[src/rtl/mealy_out_buffer.sv]
// Four-deep output buffer between a Mealy net and a ready-for-data consumer.
// Words are offered with an active-low dav_ pulse and a three-step handshake.
module mealy_out_buffer #(
    parameter int W = 8
) (
    input  logic         clock,
    input  logic         reset_,
    input  logic [W-1:0] z,
    input  logic         v,
    input  logic         rfd,
    output logic [W-1:0] data,
    output logic         dav_,
    output logic         full,
    output logic         ovf
);

    typedef enum logic [1:0] {
        IDLE,
        PRESENT,
        RELEASE
    } state_t;

    state_t       state;
    state_t       state_nxt;
    logic [W-1:0] mem [0:3];
    logic [1:0]   wptr;
    logic [1:0]   rptr;
    logic [2:0]   count;
    logic         push;
    logic         pop;
    logic         load;
    logic         dav_nxt;

    assign full = (count == 3'd4);
    assign push = v && !full;

    always_comb begin
        state_nxt = state;
        dav_nxt   = dav_;
        pop       = 1'b0;
        load      = 1'b0;
        unique case (state)
            IDLE: begin
                dav_nxt = 1'b1;
                if (count != 3'd0 && rfd) begin
                    load      = 1'b1;
                    dav_nxt   = 1'b0;
                    state_nxt = PRESENT;
                end
            end
            PRESENT: begin
                dav_nxt = 1'b0;
                if (!rfd) begin
                    pop       = 1'b1;
                    dav_nxt   = 1'b1;
                    state_nxt = RELEASE;
                end
            end
            RELEASE: begin
                dav_nxt = 1'b1;
                if (rfd) begin
                    state_nxt = IDLE;
                end
            end
            default: begin
                dav_nxt   = 1'b1;
                state_nxt = IDLE;
            end
        endcase
    end

    // Storage carries no reset; validity is tracked by count and pointers.
    always_ff @(posedge clock) begin
        if (push) begin
            mem[wptr] <= z;
        end
    end

    always_ff @(posedge clock or negedge reset_) begin
        if (!reset_) begin
            state <= IDLE;
            dav_  <= 1'b1;
            data  <= '0;
            wptr  <= 2'd0;
            rptr  <= 2'd0;
            count <= 3'd0;
            ovf   <= 1'b0;
        end else begin
            state <= state_nxt;
            dav_  <= dav_nxt;
            if (load) begin
                data <= mem[rptr];
            end
            if (push) begin
                wptr <= wptr + 2'd1;
            end
            if (pop) begin
                rptr <= rptr + 2'd1;
            end
            unique case ({push, pop})
                2'b10:   count <= count + 3'd1;
                2'b01:   count <= count - 3'd1;
                default: count <= count;
            endcase
            if (v && full) begin
                ovf <= 1'b1;
            end
        end
    end

endmodule

[config.mk]
export PLATFORM = sky130hd
export DESIGN_NAME = mealy_out_buffer
export DESIGN_NICKNAME = d
export VERILOG_FILES = /design/src/rtl/mealy_out_buffer.sv
export SDC_FILE = /design/constraint.sdc
export NUM_CORES = 1
export LEC_CHECK = 0
export ABC_CLOCK_PERIOD_IN_PS = 3700
export CAP_MARGIN = 20
export CELL_PAD_IN_SITES_DETAIL_PLACEMENT = 0
export CELL_PAD_IN_SITES_GLOBAL_PLACEMENT = 1
export CORE_ASPECT_RATIO = 0.8
export CORE_MARGIN = 2
export CORE_UTILIZATION = 35
export DETAILED_ROUTE_END_ITERATION = 8
export DONT_BUFFER_PORTS = 1
export GPL_TIMING_DRIVEN = 0
export PLACE_DENSITY_LB_ADDON = 0.1
export SLEW_MARGIN = 20
export SYNTH_ARGS = -nofsm -noshare
export SYNTH_HDL_FRONTEND = slang
export SYNTH_SLANG_ARGS = --single-unit
[constraint.sdc]
create_clock -name clock -period 3.7 [get_ports clock]
set_clock_uncertainty 0.2 [all_clocks]
set_input_delay 0.74 -clock clock [delete_from_list [all_inputs] [get_ports clock]]
set_output_delay 0.74 -clock clock [all_outputs]
set_load 0.005 [all_outputs]
# --- Word level (Yosys, flattened, before mapping) ---
# Memory sizes are Yosys's and may differ from the RTL's. A register that Yosys moved wholly into a read port is not among the register bits.
# Cells that the tools add are included.
op_classes:
  addsub: 4
  n_mul: 0
  div: 0
  order_cmp: 0
  eq_ne: 8
  n_shift: 0
  muxes: 13
  bitwise_logic: 0
  n_reduce_logical: 9
op_table:
  columns: ["cell", "count"]
  rows:
  - ["$mux 1", 7]
  - ["$mux 2", 3]
  - ["$ne 2x2->1 const B", 3]
  - ["$pmux 2 s3", 1]
  - ["$pmux 3 s2", 1]
  - ["$add 2x1->2 const B", 2]
  - ["$eq 2x1->1 const B", 2]
  - ["$eq 2x2->1 const B", 2]
  - ["$add 3x1->3 const B", 1]
  - ["$eq 3x3->1 const B", 1]
  - ["$logic_and 1x1->1", 3]
  - ["$reduce_and 3->1", 1]
  - ["$reduce_bool 3->1", 1]
  - ["$sub 3x1->3 const B", 1]
  - ["$logic_not 1->1", 2]
  - ["$logic_not 2->1", 1]
  - ["$pmux 1 s2", 1]
  - ["$reduce_bool 2->1", 1]
totals:
  register_bits: 11
  latch_bits: 0
  ramBits: 32
  romBits: 0
  input_bits: 12
  out_inout_bits: 11
  word_cells: 41
  n_memories: 1
mem_list:
  columns: ["memory", "depth", "width", "rd", "rd_clocked_by_memory_dff", "write_ports", "line_no", "rtl"]
  rows:
  - ["mem", 4, 8, 1, 1, 1, "25", "logic [W-1:0] mem [0:3];"]

# --- Logic depth before layout (Yosys ltp) ---
logic_depth:
  depth_word: 5
  ltp_mapped: 9

# --- Worst setup path before layout ---
# Ideal clock, no wire load.
synth_path:
  path_kind: "input to register"
  from: "input port rfd"
  to: "register count[2]"
  setup_ps: 79
  t_arrival_ps: 2091
  required_ps: 3421
  setup_slack_ps: 1330
  path_stages: 7
  path_buffers: 0
  cell_sequence: "nor3b_1 > ha_1 > inv_1 > fa_1 > xor2_1 > nor2_1 > xor2_1"
synth_between:
  elab_chain_len: 4
  elab_cells_between_ends: 6
  cone_classes: "eq/ne (2); mux (3); reduce/logical (1)"
synth_lines:
  columns: ["element", "line_no", "rtl"]
  rows:
  - ["from (decl)", "10", "input logic rfd,"]
  - ["$mux 1 (*)", "53", "if (!rfd) begin"]
  - ["$mux 1 (*)", "42", "unique case (state)"]
  - ["$eq 2x1->1 / $eq 2x2->1 (equally long branches)", "100", "unique case ({push, pop})"]
  - ["$pmux 3 s2 / $reduce_bool 2->1 (equally long branches)", null, null]
  - ["to (signal assigned)", "101", "2'b10: count <= count + 3'd1;"]
  - ["to (signal assigned)", "102", "2'b01: count <= count - 3'd1;"]
  - ["to (signal assigned)", "103", "default: count <= count;"]
  - ["to (decl)", "28", "logic [2:0] count;"]
# Mark *: on every way between the ends. The rest lies on a longest branch, timed or not.
# A chain may end at the register's enable or synchronous reset.

# --- Worst setup path in the final report ---
layout_path:
  from: "register count[0]"
  to: "register count[2]"
layout_between:
  elab_chain_len: 5
  elab_cells_between_ends: 9
  cone_classes: "add/sub (2); eq/ne (3); mux (1); reduce/logical (3)"
layout_lines:
  columns: ["element", "line_no", "rtl"]
  rows:
  - ["$eq 3x3->1 (*)", "34", "assign full = (count == 3'd4);"]
  - ["via full", "13", "output logic full,"]
  - ["$logic_not 1->1 (*)", "35", "assign push = v && !full;"]
  - ["$logic_and 1x1->1 (*)", "35", null]
  - ["$eq 2x1->1 / $eq 2x2->1 (equally long branches)", "100", null]
  - ["$pmux 3 s2 / $reduce_bool 2->1 (equally long branches)", null, null]
# The timed path passes the listed nets; every way through them passes the cells marked *.

==> results_dict.tcl <==
set metrics [dict create \
    ctsHoldBuffers 1 \
    syn_area_per_cell_um2 19.2 \
    coreArea_mm2 0.00556 \
    start_util_pct 36.9 \
    startpoint "count[0]$_DFFE_PN0P_" \
    r2r_end "count[2]$_DFFE_PN0P_" \
    syn_area_mm2 0.00205 \
    relSlewSlack_pct 39.6 \
    fin_util_pct 40.3 \
    synth.area.top_cells "edfxtp_1 (47%), dfrtp_1 (22%), mux4_2 (8.8%)" \
    grt_max_degree 19 \
    routed_wl_mm 3.24 \
    num-fill-cells 505 \
    ant_nets 0 \
    cts-root-buf "clkbuf_8" \
    synth_nets 125 \
    slew_violations 0 \
    ff2ff_path_depth 9 \
    synth_seq_area_share_pct 70.1 \
    crit_type "register to register" \
    worstSetupStartpointType "register" \
    finalHoldViolCount 0 \
    cp_max_fo 7 \
    r2r-start "count[0]$_DFFE_PN0P_" \
    place.gp.congestion 0.708 \
    cts_tree "done" \
    drc_errors 0 \
    routedWlPerCell_um 16.7 \
    min_period_ps 2330 \
    worst_pin_slew_ps 904 \
    n_antenna_cell 0 \
    r2r_slack_ps 1370 \
    cts_made_buffers 5 \
    required_ps 3720 \
    fin_cells 194 \
    cts.repair.resized 0 \
    peakVddDrop_uv 300 \
    grt_overflow 0 \
    worst_slack_ps 1370 \
    multi_input_area_um2 569 \
    hpwl_mm 2.10 \
    first_pass_iters 4 \
    ys_warn_count 0 \
    critical_path.endpoint_type "register" \
    yosysTopAreaCell "edfxtp_1" \
    fmax_mhz 430 \
    synthDistinctLibCells 25 \
    synthCells 107 \
    grt_pass1_wl_mm 5.28 \
    total_power_w 0.00174 \
    setup_viol_count_final 0 \
    area_growth_syn_to_layout_pct 9.15 \
    tns_ps 0 \
    postCtsSetupBuffers 0 \
    status "finished clean" \
    cts_buffer_depth 2 \
    grt.total_usage_pct 11.5 \
    fp.dieArea_mm2 0.00650 \
    grt_antenna_before_repair 0 \
    routed_via_density 4.54 \
    rsz0062_at_grt "no" \
    regArea_mm2 0.00144 \
    clk_pin_slew_ps 90 \
    initialDrtViolationCount 27 \
    grt_pass1_vias 995 \
    hold_path_class "input port to async pin" \
    power_density_mw_per_mm2 777 \
    drv_cap 0 \
    drive_gt1_share_pct 22.4 \
    vias 880 \
    post-place-ws_ps 1060 \
    p_leak_nw 0.831 \
    cts_max_level 2 \
    cp.arrival_ps 2350 \
    netlist.area_leader.share_pct 46.8 \
    cts_sinks 51 \
    die_h_um 72.5 \
    die_x_um 89.6 \
    ios 23 \
    ys_ff_latch 51 \
    placed_cells 185 \
    port_buffers 0 \
    nets 133 \
    rows 24 \
    insertion_delay_ps 290 \
    fin_crit_sh_pct 62.9 \
]
## cell usage after synthesis
cell type / instances
mux2_4: 8
dfrtp_1: 18
nor3_1: 1
buf_4: 1
nor2_1: 2
a21o_1: 2
clkbuf_1: 1
and2_1: 4
nor2b_2: 1
inv_1: 6
mux2i_1: 1
fa_1: 1
nor3b_1: 2
xnor2_1: 4
nor2b_1: 1
ha_1: 5
mux2_1: 1
buf_6: 1
edfxtp_1: 32
xor2_1: 3
nor3b_2: 1
nand2_1: 1
dfstp_2: 1
mux4_2: 8
a21oi_1: 1
## routing by layer
layer	global-route usage, %	up-vias	wire length (um)
met5	0	-	0
met4	3.48	0	17
met3	4.55	2	164
met2	17.8	19	1580
met1	14.9	454	1480
li1	-	405	-
## kinds of logic (layout without fill, tap and decap cells)
logic type / count (synthesis) / count (layout) / synth area share, %
DFF: 51 / 51 / 70.1
muxes: 18 / 18 / 15.7
buffers and inverters: 9 / 18 / 2.19
and+or+nand+nor: 13 / 13 / 4.08
AOI/OAI and AO/OA: 3 / 3 / 0.975
xor gates and xnor gates: 7 / 7 / 2.99
adders and majority gates: 6 / 6 / 4.02
## layout by cell type (no fill, tap or decap), types with 2 or more instances in the layout
cell type and n:
nor2_1 2, clkinv_1 2, ha_1 5, dfrtp_1 18
nor3b_1 2, edfxtp_1 32, clkbuf_8 5, mux2_4 8
xnor2_1 4, clkbuf_1 2, and2_1 4, inv_1 6
xor2_1 3, a21o_1 2, mux4_2 8
## stage by stage
step / hold WS [ps] / cell area (um^2)
after floorplan: 244 / 2050
after global placement: 245 / 2150
after detailed placement: 245 / 2150
after CTS: 66.5 / 2240
after global routing: 54.4 / 2240
final: 80.1 / 2240
## power breakdown
group,internal (W),total [W],switching (W)
registers,0.000799,0.000900,0.000101
clock network,0.000129,0.000296,0.000167
logic,0.000303,0.000544,0.000241
## flip-flops by register name, indices dropped and copies added (netlist names)
| name | flops |
|---|---|
| count | 3 |
| data | 8 |
| dav_ | 1 |
| mem | 32 |
| ovf | 1 |
| rptr | 2 |
| state | 2 |
| wptr | 2 |
## critical path: stages (launching register included)
cell and delay, ps:
dfrtp_1 440, nor3b_2 320, nor2b_1 180, inv_1 90, ha_1 170, inv_1 60
fa_1 370, xor2_1 150, nor2_1 130, xor2_1 150
## worst max path at each step
stage,cells after the start,slack [ps],endpoint
after floorplan,7,1330,count[2]$_DFFE_PN0P_
after CTS,9,1330,count[2]$_DFFE_PN0P_
after global placement,7,1070,count[2]$_DFFE_PN0P_
final,9,1370,count[2]$_DFFE_PN0P_
after global routing,9,1210,count[2]$_DFFE_PN0P_
after detailed placement,7,1060,count[2]$_DFFE_PN0P_
## final cells by class
cell class                 instances  area share [%]
clock buffer                       6            3.24
timing repair buffer               1           0.447
tap                               78            4.36
inverter                           6            1.01
multi-input combinational         47            25.4
sequential                        51            64.2
buffer                             3            1.01
clock inverter                     2           0.335
Note: power is estimated with default switching activity, not from simulation.
